$ cat config.mk
export PLATFORM = sky130hd
export DESIGN_NAME = mult_18x18_bist_ctrl_flat
export DESIGN_NICKNAME = d
export VERILOG_FILES = /design/src/rtl/mult_18x18_bist_ctrl_if.sv /design/src/rtl/mult_18x18_bist_ctrl.sv /design/src/flat_wrapper.sv
export SDC_FILE = /design/constraint.sdc
export NUM_CORES = 1
export LEC_CHECK = 0
export ABC_AREA = 1
export CORE_MARGIN = 2
export CORE_UTILIZATION = 45
export DETAILED_ROUTE_END_ITERATION = 7
export GPL_ROUTABILITY_DRIVEN = 0
export GPL_TIMING_DRIVEN = 0
export PLACE_DENSITY = 0.72
export SYNTH_ARGS = -nofsm -noshare
export SYNTH_HDL_FRONTEND = slang
export SYNTH_SLANG_ARGS = --single-unit
export TNS_END_PERCENT = 100
$ cat constraint.sdc
create_clock -name prog_clk -period 2.1 [get_ports prog_clk]
set_input_delay 0.315 -clock prog_clk [delete_from_list [all_inputs] [get_ports prog_clk]]
set_output_delay 0.315 -clock prog_clk [all_outputs]
set_load 0.02 [all_outputs]
$ cat src/rtl/mult_18x18_bist_ctrl_if.sv
// Operand/product bus between the BIST sequencer and the 18x18 multiplier slice.
// No valid/ready pair: operands count as driven only while bist_own=1, and the slice returns Y a fixed latency later.
interface mult_18x18_bist_ctrl_if;
  logic [0:17] mult_A_out;
  logic [0:17] mult_B_out;
  logic [0:35] mult_Y_in;
  logic        bist_own;

  modport master (
    output mult_A_out,
    output mult_B_out,
    output bist_own,
    input  mult_Y_in
  );

  modport slave (
    input  mult_A_out,
    input  mult_B_out,
    input  bist_own,
    output mult_Y_in
  );
endinterface

$ cat src/rtl/mult_18x18_bist_ctrl.sv
// BIST sequencer for the mult_18 slice: LFSR operand generation, MISR product
// compaction and a final golden-signature compare.
module mult_18x18_bist_ctrl #(
  parameter int          NUM_VECTORS  = 256,
  parameter int          MULT_LATENCY = 0,
  parameter logic [17:0] SEED_A       = 18'h2AAAA,
  parameter logic [17:0] SEED_B       = 18'h15555,
  parameter logic [35:0] GOLDEN_SIG   = 36'h0
) (
  input  logic                          prog_clk,
  input  logic                          pReset_n,
  input  logic                          bist_start,
  input  logic                          bist_abort,
  mult_18x18_bist_ctrl_if.master        slice,
  output logic                          bist_busy,
  output logic                          bist_done,
  output logic                          bist_pass,
  output logic [0:35]                   bist_signature,
  output logic [0:15]                   vec_count,
  output logic [2:0]                    bist_state
);

  localparam logic [2:0] S_IDLE    = 3'd0;
  localparam logic [2:0] S_DRIVE   = 3'd1;
  localparam logic [2:0] S_DRAIN   = 3'd2;
  localparam logic [2:0] S_COMPARE = 3'd3;
  localparam logic [2:0] S_DONE    = 3'd4;

  localparam logic [15:0] VEC_TOTAL  = 16'(NUM_VECTORS);
  localparam logic [15:0] VEC_LAST   = 16'(NUM_VECTORS - 1);
  localparam logic [1:0]  LAT_LAST   = 2'((MULT_LATENCY == 0) ? 0 : MULT_LATENCY - 1);
  localparam logic [2:0]  TAP_MASK   = 3'((4'b0001 << MULT_LATENCY) >> 1);
  localparam bit          COMB_SLICE = (MULT_LATENCY == 0);

  logic [2:0]  state;
  logic [17:0] lfsr_a;
  logic [17:0] lfsr_b;
  logic [35:0] misr;
  logic [15:0] vec_cnt;
  logic [15:0] cap_cnt;
  logic        pass_q;
  logic [2:0]  cap_pipe;
  logic [1:0]  lat_cnt;

  logic        own;
  logic        drive_fire;
  logic        last_drive;
  logic        capture;
  logic [35:0] product;
  logic [35:0] misr_next;

  function automatic logic [17:0] lfsr_step(input logic [17:0] v);
    return {v[16:0], v[17] ^ v[10]};
  endfunction

  assign own        = (state == S_DRIVE) || (state == S_DRAIN);
  assign drive_fire = (state == S_DRIVE);
  assign last_drive = drive_fire && (vec_cnt == VEC_LAST);
  assign product    = slice.mult_Y_in;
  assign misr_next  = {misr[34:0], misr[35] ^ misr[24]} ^ product;

  // A combinational slice folds on the drive edge itself; otherwise the pipe tap
  // marks the edge MULT_LATENCY cycles later. The count cap guards against over-capture.
  assign capture = (COMB_SLICE ? drive_fire : |(cap_pipe & TAP_MASK)) &&
                   (cap_cnt < VEC_TOTAL);

  always_ff @(posedge prog_clk or negedge pReset_n) begin
    if (!pReset_n) begin
      state    <= S_IDLE;
      lfsr_a   <= SEED_A;
      lfsr_b   <= SEED_B;
      misr     <= '0;
      vec_cnt  <= '0;
      cap_cnt  <= '0;
      pass_q   <= 1'b0;
      cap_pipe <= '0;
      lat_cnt  <= '0;
    end else if (bist_abort) begin
      // Signature is deliberately kept so a debugger can read where the run stopped.
      state    <= S_IDLE;
      lfsr_a   <= SEED_A;
      lfsr_b   <= SEED_B;
      vec_cnt  <= '0;
      cap_cnt  <= '0;
      pass_q   <= 1'b0;
      cap_pipe <= '0;
      lat_cnt  <= '0;
    end else begin
      cap_pipe <= {cap_pipe[1:0], drive_fire};
      if (capture) begin
        misr    <= misr_next;
        cap_cnt <= cap_cnt + 16'd1;
      end
      case (state)
        S_IDLE, S_DONE: begin
          if (bist_start) begin
            lfsr_a  <= SEED_A;
            lfsr_b  <= SEED_B;
            misr    <= '0;
            vec_cnt <= '0;
            cap_cnt <= '0;
            pass_q  <= 1'b0;
            state   <= S_DRIVE;
          end
        end
        S_DRIVE: begin
          if (vec_cnt < VEC_TOTAL) vec_cnt <= vec_cnt + 16'd1;
          if (last_drive) begin
            lat_cnt <= '0;
            state   <= COMB_SLICE ? S_COMPARE : S_DRAIN;
          end else begin
            // The last vector is not stepped past, so DRAIN keeps it on the bus.
            lfsr_a <= lfsr_step(lfsr_a);
            lfsr_b <= lfsr_step(lfsr_b);
          end
        end
        S_DRAIN: begin
          if (lat_cnt == LAT_LAST) state <= S_COMPARE;
          else lat_cnt <= lat_cnt + 2'd1;
        end
        S_COMPARE: begin
          pass_q <= (misr == GOLDEN_SIG);
          state  <= S_DONE;
        end
        default: state <= S_IDLE;
      endcase
    end
  end

  assign slice.mult_A_out = own ? lfsr_a : '0;
  assign slice.mult_B_out = own ? lfsr_b : '0;
  assign slice.bist_own   = own;
  assign bist_busy        = own;
  assign bist_done        = (state == S_DONE);
  assign bist_pass        = pass_q && (state == S_DONE);
  assign bist_signature   = misr;
  assign vec_count        = vec_cnt;
  assign bist_state       = state;

endmodule
$ cat src/flat_wrapper.sv
// flat-port wrapper written by rule: the top's interface ports become plain ports
module mult_18x18_bist_ctrl_flat 
#(
  parameter int          NUM_VECTORS  = 256,
  parameter int          MULT_LATENCY = 0,
  parameter logic [17:0] SEED_A       = 18'h2AAAA,
  parameter logic [17:0] SEED_B       = 18'h15555,
  parameter logic [35:0] GOLDEN_SIG   = 36'h0
)
  (prog_clk, pReset_n, bist_start, bist_abort, bist_busy, bist_done, bist_pass, bist_signature, vec_count, bist_state, slice_mult_A_out, slice_mult_B_out, slice_bist_own, slice_mult_Y_in);
  mult_18x18_bist_ctrl_if slice_i ();
  input  logic prog_clk;
  input  logic pReset_n;
  input  logic bist_start;
  input  logic bist_abort;
  output logic bist_busy;
  output logic bist_done;
  output logic bist_pass;
  output logic [0:35] bist_signature;
  output logic [0:15] vec_count;
  output logic [2:0] bist_state;
  output wire logic [$bits(slice_i.mult_A_out)-1:0] slice_mult_A_out;
  output wire logic [$bits(slice_i.mult_B_out)-1:0] slice_mult_B_out;
  output wire logic [$bits(slice_i.bist_own)-1:0] slice_bist_own;
  input wire logic [$bits(slice_i.mult_Y_in)-1:0] slice_mult_Y_in;
  assign slice_mult_A_out = slice_i.mult_A_out;
  assign slice_mult_B_out = slice_i.mult_B_out;
  assign slice_bist_own = slice_i.bist_own;
  assign slice_i.mult_Y_in = slice_mult_Y_in;
  mult_18x18_bist_ctrl #(.NUM_VECTORS(NUM_VECTORS), .MULT_LATENCY(MULT_LATENCY), .SEED_A(SEED_A), .SEED_B(SEED_B), .GOLDEN_SIG(GOLDEN_SIG)) u_core (.prog_clk(prog_clk), .pReset_n(pReset_n), .bist_start(bist_start), .bist_abort(bist_abort), .slice(slice_i), .bist_busy(bist_busy), .bist_done(bist_done), .bist_pass(bist_pass), .bist_signature(bist_signature), .vec_count(vec_count), .bist_state(bist_state));
endmodule
# Yosys cells after proc, flatten, opt, wreduce, memory -nomap -nowiden
# Index checks and enable logic that the tools add are counted.
# word_totals
latch_bits,0
wordCells,77
output_inout_bits,95
ramBits,0
n_memories,0
mem_bits_ro,0
register_bits,110
# classes
eq_ne,11
mux,33
n_addsub,3
n_mul,0
n_shift,0
reduce_logical,16
magnitude_cmp,2
bitwise_logic,4
n_div,0
# op_table
op,n
$mux W18,8
$mux W16,7
$mux W36,3
$pmux W18 S2,2
$logic_not A36 Y1,1
$xor A36 B36 Y36,1
$add A16 B1 Y16 const B,2
$lt A16 B9 Y1 const B,2
$pmux W16 S2,1
$ne A3 B3 Y1 const B,6
$eq A16 B8 Y1 const B,1
$mux W3,4
$pmux W3 S4,1
$reduce_and A3 Y1,4
$reduce_bool A3 Y1,3
$eq A3 B2 Y1 const B,2
$mux W2,3
$pmux W2 S2,1
$eq A3 B1 Y1 const B,1
$eq A3 B3 Y1 const B,1
$logic_and A1 B1 Y1,3
$logic_not A3 Y1,1
$xor A1 B1 Y1,3
$add A2 B1 Y2 const B,1
other kinds (6),7

# Longest topological paths before layout
# Gate-level depths: netlist of the first run.
# depth
ltp_word,6
depth_mapped,10
depth_no_buf,10

# Worst setup path after synthesis of the first run
# OpenSTA, ideal clock, no wires.
# synth_timing
kind,register to output
start,register u_core.state[1] (netlist: u_core.bist_state[1])
end,output port slice_mult_A_out[0]
stages_incl_launch_ff,8
t_arrival_ns,1.786
path_slack_ns,-0.001
required_time_ns,1.785
path_buffers,1
path_cell_list,dfrtp_1 > inv_1 > nor3_1 > inv_1 > nand2_1 > inv_2 > buf_1 > nor2_1
# synth_between
elab_chain_len,3
# synth_rtl
element,line,source
"start, declared",mult_18x18_bist_ctrl.sv:35,logic [2:0] state;
"start signal, assigned",mult_18x18_bist_ctrl.sv:110,state <= COMB_SLICE ? S_COMPARE : S_DRAIN;
$eq A3 B1 Y1 / $eq A3 B2 Y1 (equally long branches),mult_18x18_bist_ctrl.sv:56,assign own = (state == S_DRIVE) || (state == S_DRAIN);
$logic_or A1 B1 Y1 *,mult_18x18_bist_ctrl.sv:56,
via bist_busy,flat_wrapper.sv:16,output logic bist_busy;
$mux W18 *,mult_18x18_bist_ctrl.sv:130,assign slice.mult_A_out = own ? lfsr_a : '0;
"end, declared",flat_wrapper.sv:22,output wire logic [$bits(slice_i.mult_A_out)-1:0] slice_mult_A_out;
# The timed path passes the listed nets; every way through them passes the cells marked *.

# Final worst setup path of the first run
# layout_timing
start,register u_core.state[2] (netlist: u_core.bist_state[2])
end,output port slice_bist_own
# layout_between
elab_chain_len,2
# layout_rtl
element,line,source
$eq A3 B1 Y1 / $eq A3 B2 Y1 (equally long branches),mult_18x18_bist_ctrl.sv:56,
$logic_or A1 B1 Y1 *,mult_18x18_bist_ctrl.sv:56,
"end, declared",flat_wrapper.sv:24,output wire logic [$bits(slice_i.bist_own)-1:0] slice_bist_own;
# Every way passes the cells marked *; elsewhere a longest branch is shown, timed or not.

==> impl_metrics.env, run 1 <==
export IMPL_hold_worst_slack_ns=0.271
export IMPL_final_max_slew_violation_count=0
export IMPL_tritoncts="done"
export IMPL_netlist_top_cells_area="sky130_fd_sc_hd__dfrtp_1, sky130_fd_sc_hd__nand2_1, sky130_fd_sc_hd__nand3_1"
export IMPL_rsz0062_at_grt="true"
export IMPL_timing_critical_path_from_type="register"
export IMPL_numPortBuffers=133
export IMPL_largest_net_degree_at_the_start_of_global_routing=66
export IMPL_first_global_vias=5528
export IMPL_path_class="reg2out"
export IMPL_timing_slew_headroom_pct=65.8
export IMPL_ys_seq_elements=110
export IMPL_clkSlewWorstSetupHoldPaths_ns=0.07
export IMPL_outcome="completed"
export IMPL_placedCellCount=1156
export IMPL_num_fill_cells=1249
export IMPL_hpwl_mm=11.4
export IMPL_number_of_flops_mapped_to_enable_cells_by_yosys=0
export IMPL_antenna_found_initial=0
export IMPL_hold_violation_total_from_the_final_report=0
export IMPL_dr_total_vias=5947
export IMPL_core_region_area_mm2=0.0132
export IMPL_netlist_top_cells_count="sky130_fd_sc_hd__nand2_1, sky130_fd_sc_hd__nand3_1, sky130_fd_sc_hd__inv_1"
export IMPL_synth_net_count=889
export IMPL_postPlaceCellArea_mm2=0.00770
export IMPL_h_tree_depth=3
export IMPL_tightest_slew_ns=0.513
export IMPL_vdd_drop_max_mv=0.896
export IMPL_timing_final_setup_violations=0
export IMPL_yosys_area_top_type="sky130_fd_sc_hd__dfrtp_1"
export IMPL_post_synth_num_cell_types=28
export IMPL_cts_root_buffer_cell="sky130_fd_sc_hd__clkbuf_16"
export IMPL_area_of_the_die_mm2=0.0145
export IMPL_insertedDiodeCount=0
export IMPL_grt_first_pass_wirelength_mm=27.3
export IMPL_worst_clock_skew_ns=0.0103
export IMPL_drive_gt1_share_pct=13.2
export IMPL_area_growth_synth_to_final_pct=32.2
export IMPL_floorplan_initialDensity_pct=46.2
export IMPL_cellLeakagePower_nw=3.99
export IMPL_timing_reg2reg_setup_slack_ns=0.20
export IMPL_required_ns=1.78
export IMPL_tritoncts_num_sinks=110
export IMPL_post_synth_instance_area_mm2=0.00612
export IMPL_antenna_left=0
export IMPL_worst_hold_path_type="in2reg"
export IMPL_cp_max_fo=4
export IMPL_maxCapViolations=0
export IMPL_tns_ns=0
export IMPL_max_freq_mhz=489
export IMPL_fin_area_mm2=0.00809
export IMPL_grt_remaining_overflow=0
export IMPL_row_count=42
export IMPL_synthesis_yosys_warnings=0
export IMPL_die_y_um=121
export IMPL_finalCritPeriodShare_pct=97.4
export IMPL_routedWlPerCell_um=13.8
export IMPL_total_power_mw=12.4
export IMPL_postSynthCellCount=846
export IMPL_power_per_cell_area_mw_per_mm2=1530
export IMPL_synth_main_ff_cell="sky130_fd_sc_hd__dfrtp_1"
export IMPL_drc_errors=0
export IMPL_post_synth_top_count_cell="sky130_fd_sc_hd__nand2_1"
export IMPL_io_pins=135
export IMPL_layoutNonFillerInstCount=1184
export IMPL_post_synth_cell_area_avg_um2=7.23
export IMPL_routed_via_density=5.02
export IMPL_drt_iter0_drc=477
export IMPL_seq_area_frac_synth_pct=45.4
export IMPL_proportion_of_netlist_area_held_by_the_largest_area_contributor_pct=37.6
export IMPL_gr_usage_all_layers_pct=23.4
export IMPL_layout_min_cycle_time_ns=2.04
export IMPL_async_flop_share_pct=100
export IMPL_clk_path_buf_depth=2
export IMPL_worst_setup_path_end_kind="output pin"
export IMPL_die_w_um=121
export IMPL_finalWirelength_mm=16.3
export IMPL_clk_insertion_delay_late_ns=0.36
export IMPL_cp_data_arrival_time_ns=1.73
export IMPL_firstDrtPassIters=5
export IMPL_cts_inserted_buffers=9
export IMPL_finalNetCount=1046
==> routing by layer <==
metal  routed length (um)  vias to the layer above  track usage (%)
li1                     -                     2938                -
met1                 7610                     2823             32.8
met5                    0                        -                0
met3                  750                       21             4.86
met4                  263                        0             6.25
met2                 7710                      165             36.8
==> cells in the final DEF (no fill, tap or decap), types with 2 or more instances in the layout <==
cell type / synthesis / layout
sky130_fd_sc_hd__xor2_1: 5 / 5
sky130_fd_sc_hd__nand2_1: 214 / 212
sky130_fd_sc_hd__clkbuf_8: 0 / 2
sky130_fd_sc_hd__dlygate4sd2_1: 0 / 6
sky130_fd_sc_hd__dfrtp_1: 92 / 89
sky130_fd_sc_hd__nor2_1: 111 / 98
sky130_fd_sc_hd__inv_1: 117 / 114
sky130_fd_sc_hd__nand4_1: 14 / 14
sky130_fd_sc_hd__nand2_2: 3 / 3
sky130_fd_sc_hd__buf_4: 6 / 32
sky130_fd_sc_hd__nor3_1: 7 / 6
sky130_fd_sc_hd__clkbuf_1: 19 / 18
sky130_fd_sc_hd__ha_1: 3 / 3
sky130_fd_sc_hd__xnor2_1: 35 / 35
sky130_fd_sc_hd__nand3_1: 124 / 124
sky130_fd_sc_hd__o21ai_0: 47 / 47
sky130_fd_sc_hd__a21oi_1: 4 / 4
sky130_fd_sc_hd__dfrtp_2: 0 / 3
sky130_fd_sc_hd__buf_1: 5 / 2
sky130_fd_sc_hd__clkbuf_2: 0 / 6
sky130_fd_sc_hd__nor3_4: 1 / 2
sky130_fd_sc_hd__nor2_4: 0 / 2
sky130_fd_sc_hd__nand2_4: 0 / 2
sky130_fd_sc_hd__dfstp_2: 18 / 18
sky130_fd_sc_hd__clkbuf_16: 0 / 9
sky130_fd_sc_hd__clkdlybuf4s50_1: 0 / 92
sky130_fd_sc_hd__inv_2: 2 / 4
sky130_fd_sc_hd__buf_2: 11 / 24
sky130_fd_sc_hd__buf_6: 0 / 4
sky130_fd_sc_hd__nor2_2: 1 / 12
==> final timing paths <==
kind / from / endpoint / cells after the start
min in group asynchronous: pReset_n / u_core.bist_signature[18]$_DFFE_PN0N_ / 2
setup / recovery: u_core.bist_state[2]$_DFFE_PN0P_ / slice_bist_own / 6
hold reg to reg: u_core.lfsr_b[16]$_DFFE_PN1P_ / u_core.lfsr_b[16]$_DFFE_PN1P_ / 2
max in group asynchronous: pReset_n / u_core.lfsr_b[2]$_DFFE_PN1P_ / 3
setup reg to reg: u_core.bist_state[0]$_DFFE_PN0P_ / u_core.lfsr_b[1]$_DFFE_PN0P_ / 8
hold / removal: bist_abort / u_core.bist_signature[35]$_DFFE_PN0N_ / 3
==> stage by stage <==
| stage | setup slack, ns | utilization (%) |
|---|---|---|
| 6_report | 0.0551 | 61.1 |
| 5_1_grt | -0.00594 | 61.1 |
| 4_1_cts | -0.0173 | 60.1 |
| 3_5_place_dp | -0.661 | 58.1 |
| 3_3_place_gp | -3.68 | 57.9 |
| 2_1_floorplan | -0.00102 | - |
==> flip-flops by register name (all words and copies together) (netlist names) <==
signal                 flops
u_core.lfsr_b             18
u_core.bist_state          3
u_core.lfsr_a             18
u_core.bist_signature     36
u_core.pass_q              1
u_core.vec_count          16
u_core.cap_cnt            16
u_core.lat_cnt             2
==> final cells by class <==
type	count	area [um^2]	share of cell area (%)
well taps	176	220	2.72
plain buffers	41	216	2.68
clock inverters	3	43.8	0.542
flip-flops and latches	110	2780	34.4
multi-input cells	575	2770	34.3
clock buffers	13	260	3.22
inverters	120	453	5.60
repair buffers	146	1340	16.6
==> power by group <==
group,total (mW),switching (mW),internal (mW),leakage [nW]
Sequential,3.63,0.640,2.99,1.40
Combinational,7.00,4.24,2.75,2.44
Clock,1.78,0.785,0.993,0.150
Total,12.4,5.67,6.74,3.99
==> worst max-delay path: stages, from the launching register on <==
cell,delay (ns)
sky130_fd_sc_hd__dfrtp_2,0.45
sky130_fd_sc_hd__nor3_4,0.22
sky130_fd_sc_hd__inv_2,0.09
sky130_fd_sc_hd__nand2_4,0.09
sky130_fd_sc_hd__buf_4,0.12
sky130_fd_sc_hd__buf_4,0.09
sky130_fd_sc_hd__dlygate4sd2_1,0.32
==> cell families (layout without fill, tap and decap cells) <==
| group | Yosys count | count (layout) | share of synthesized area, % |
|---|---|---|---|
| xor+xnor | 40 | 40 | 5.73 |
| compound gates | 53 | 53 | 4.40 |
| flops | 110 | 110 | 45.4 |
| buf+inv | 161 | 323 | 10.5 |
| simple gates | 479 | 479 | 33.4 |
| fa+ha+maj | 3 | 3 | 0.614 |
==> repair_timing <==
| action | 4_1_cts | 5_1_grt |
|---|---|---|
| resized for setup | 161 | 38 |
| gates cloned | 0 | 0 |
| pin swaps | 1 | 4 |
| buffers inserted | 4 | 7 |
| endpoints found under the hold margin | 30 | 0 |
| hold buffers | 1 | 0 |
| setup endpoints to repair | 40 | 120 |
Power figures use the tool's default switching activity.
==> run 2: changes to the inputs <==
--- a/config.mk
+++ b/config.mk
@@ -7,11 +7,11 @@
 export LEC_CHECK = 0
 export ABC_AREA = 1
 export CORE_MARGIN = 2
-export CORE_UTILIZATION = 45
+export CORE_UTILIZATION = 51
 export DETAILED_ROUTE_END_ITERATION = 7
 export GPL_ROUTABILITY_DRIVEN = 0
 export GPL_TIMING_DRIVEN = 0
-export PLACE_DENSITY = 0.72
+export PLACE_DENSITY = 0.81
 export SYNTH_ARGS = -nofsm -noshare
 export SYNTH_HDL_FRONTEND = slang
 export SYNTH_SLANG_ARGS = --single-unit
==> run 2 against run 1 <==
  * Fmax is 1.1% higher
  * Via count grew 0.22%
  * Cell area shrank 0.50%
  * Critical endpoint is now slice_mult_B_out[2]
  * Total power is 0.92% higher
  * Cell count is 2.7% lower
  * Register-to-register slack got worse by 0.04 ns
  * Global-route usage is 2.2 points higher
  * Combinational power about the same
  * Non-clock buffer count down 3
==> impl_metrics.env, run 2 (synthesis gave the netlist of run 1 again) <==
export IMPL_largest_net_degree_at_the_start_of_global_routing=71
export IMPL_tritoncts="done"
export IMPL_finalCritPeriodShare_pct=96.3
export IMPL_firstDrtPassIters=5
export IMPL_layout_common_cells="sky130_fd_sc_hd__nand2_1, sky130_fd_sc_hd__nand3_1, sky130_fd_sc_hd__inv_1"
export IMPL_min_path_cells=3
export IMPL_worst_hold_path_type="in2reg"
export IMPL_cp_data_arrival_time_ns=1.71
export IMPL_outcome="completed"
export IMPL_die_y_um=114
export IMPL_cp_max_fo=10
export IMPL_finalNetCount=1043
export IMPL_timing_slew_headroom_pct=66.8
export IMPL_place_ws_ns=-0.650
export IMPL_antenna_left=0
export IMPL_worst_setup_path_end_kind="output pin"
export IMPL_num_fill_cells=1021
export IMPL_clkSlewWorstSetupHoldPaths_ns=0.07
export IMPL_tightest_slew_ns=0.498
export IMPL_first_global_vias=5513
export IMPL_area_of_the_die_mm2=0.0129
export IMPL_io_pins=135
export IMPL_path_depth_of_the_worst_reg2reg_path=9
export IMPL_insertedDiodeCount=0
export IMPL_antenna_found_initial=0
export IMPL_final_common_cell="sky130_fd_sc_hd__nand2_1"
export IMPL_finalWirelength_mm=16.1
export IMPL_routedWlPerCell_um=13.9
export IMPL_maxCapViolations=0
export IMPL_rsz0062_at_grt="false"
export IMPL_h_tree_depth=3
export IMPL_layout_min_cycle_time_ns=2.02
export IMPL_power_per_cell_area_mw_per_mm2=1560
export IMPL_hold_violation_total_from_the_final_report=0
export IMPL_grt_remaining_overflow=0
export IMPL_final_setup_worst_slack_ns=0.0774
export IMPL_timing_critical_path_from_type="register"
export IMPL_dr_total_vias=5960
export IMPL_fin_area_mm2=0.00805
export IMPL_postPlaceCellArea_mm2=0.00768
export IMPL_core_region_area_mm2=0.0119
export IMPL_required_ns=1.78
export IMPL_path_class="reg2out"
export IMPL_clk_insertion_delay_late_ns=0.35
export IMPL_worst_clock_skew_ns=0.0102
export IMPL_tns_ns=0
export IMPL_clk_path_buf_depth=2
export IMPL_total_power_mw=12.5
export IMPL_tritoncts_num_sinks=110
export IMPL_gr_usage_all_layers_pct=25.6
export IMPL_final_max_slew_violation_count=0
export IMPL_largest_register_ff_count=36
export IMPL_floorplan_initialDensity_pct=51.6
export IMPL_cellLeakagePower_nw=3.98
export IMPL_hpwl_mm=11.3
export IMPL_finish_utilization_pct=67.8
export IMPL_drive_gt1_share_pct=12.5
export IMPL_area_growth_synth_to_final_pct=31.5
export IMPL_grt_first_pass_wirelength_mm=26.7
export IMPL_cts_root_buffer_cell="sky130_fd_sc_hd__clkbuf_16"
export IMPL_timing_final_setup_violations=0
export IMPL_die_w_um=114
export IMPL_drt_iter0_drc=475
export IMPL_cts_inserted_buffers=9
export IMPL_row_count=40
export IMPL_vdd_drop_max_mv=0.973
export IMPL_routed_via_density=5.17
export IMPL_max_freq_mhz=494
export IMPL_drc_errors=0
export IMPL_numPortBuffers=133
## run 2: cell types whose count changed in the layout (fill, tap and decap cells not counted), sizes merged
cell         change
clkbuf           -3
bufinv           +1
inv              +1
clkinvlp         +1
buf              -3
clkinv           -1
dlygate4sd2      +1
## run 2: area by class of cell
class	instances	area [um^2]	area share (%)
buffer	41	210	2.61
clock buffer	11	243	3.02
clock inverter	5	81.3	1.01
inverter	120	453	5.63
multi-input combinational	575	2770	34.4
sequential	110	2780	34.5
tap	147	184	2.29
timing repair buffer	143	1330	16.5
## run 2: path summary, 6_finish.rpt
kind / from / endpoint / slack [ns]
worst min register to register: u_core.lfsr_a[11]$_DFFE_PN1P_ / u_core.lfsr_a[11]$_DFFE_PN1P_ / 0.46
worst max register to register: u_core.vec_count[15]$_DFFE_PN0P_ / u_core.lfsr_b[7]$_DFFE_PN0P_ / 0.16
max in group asynchronous: pReset_n / u_core.lfsr_b[4]$_DFFE_PN1P_ / 0.94
worst max-delay path: u_core.bist_state[0]$_DFFE_PN0P_ / slice_mult_B_out[2] / 0.08
min in group asynchronous: pReset_n / u_core.bist_signature[20]$_DFFE_PN0N_ / 0.31
worst min-delay path: bist_abort / u_core.bist_signature[35]$_DFFE_PN0N_ / 0.28
## run 2: per-stage QoR
step,hold slack [ns],std cells
6_report,0.280,1152
5_1_grt,0.298,1152
4_1_cts,0.274,1151
3_5_place_dp,0.131,1128
3_3_place_gp,0.448,1126
2_1_floorplan,0.0194,846
## run 2: critical path, stage by stage (launching register included)
cell                              delay [ns]
sky130_fd_sc_hd__dfrtp_2                0.45
sky130_fd_sc_hd__nor3_4                 0.23
sky130_fd_sc_hd__inv_2                  0.08
sky130_fd_sc_hd__nand2_4                0.09
sky130_fd_sc_hd__inv_4                  0.07
sky130_fd_sc_hd__nor2_1                 0.12
sky130_fd_sc_hd__clkdlybuf4s15_1        0.31
## run 2: what timing repair did
action                     4_1_cts  5_1_grt
gates cloned                     0        0
hold endpoints to repair         4        0
gates resized for setup        151       37
hold buffers                     1        0
setup endpoints to repair       40      115
pin swaps                        2        2
setup buffers                    6        1
## run 2: power breakdown
group	leakage [nW]	switching, mW	total, mW	internal (mW)
clock	0.156	0.792	1.87	1.08
combinational	2.43	4.29	7.01	2.72
sequential	1.40	0.646	3.64	2.99
## run 2: layer usage
layer / part of all wire [%] / GRT usage [%]
met5: 0 / 0
met2: 48 / 41.7
met4: 1.2 / 5.85
met3: 3.8 / 3.24
met1: 47 / 36.8
==> run 3: changes to the inputs <==
--- a/config.mk
+++ b/config.mk
@@ -8,6 +8,7 @@
 export ABC_AREA = 1
 export CORE_MARGIN = 2
 export CORE_UTILIZATION = 51
+export CTS_CLUSTER_DIAMETER = 80
 export DETAILED_ROUTE_END_ITERATION = 7
 export GPL_ROUTABILITY_DRIVEN = 0
 export GPL_TIMING_DRIVEN = 0
==> results of run 3 <==
Final layout, timing and power as in run 2 (identical DEF).
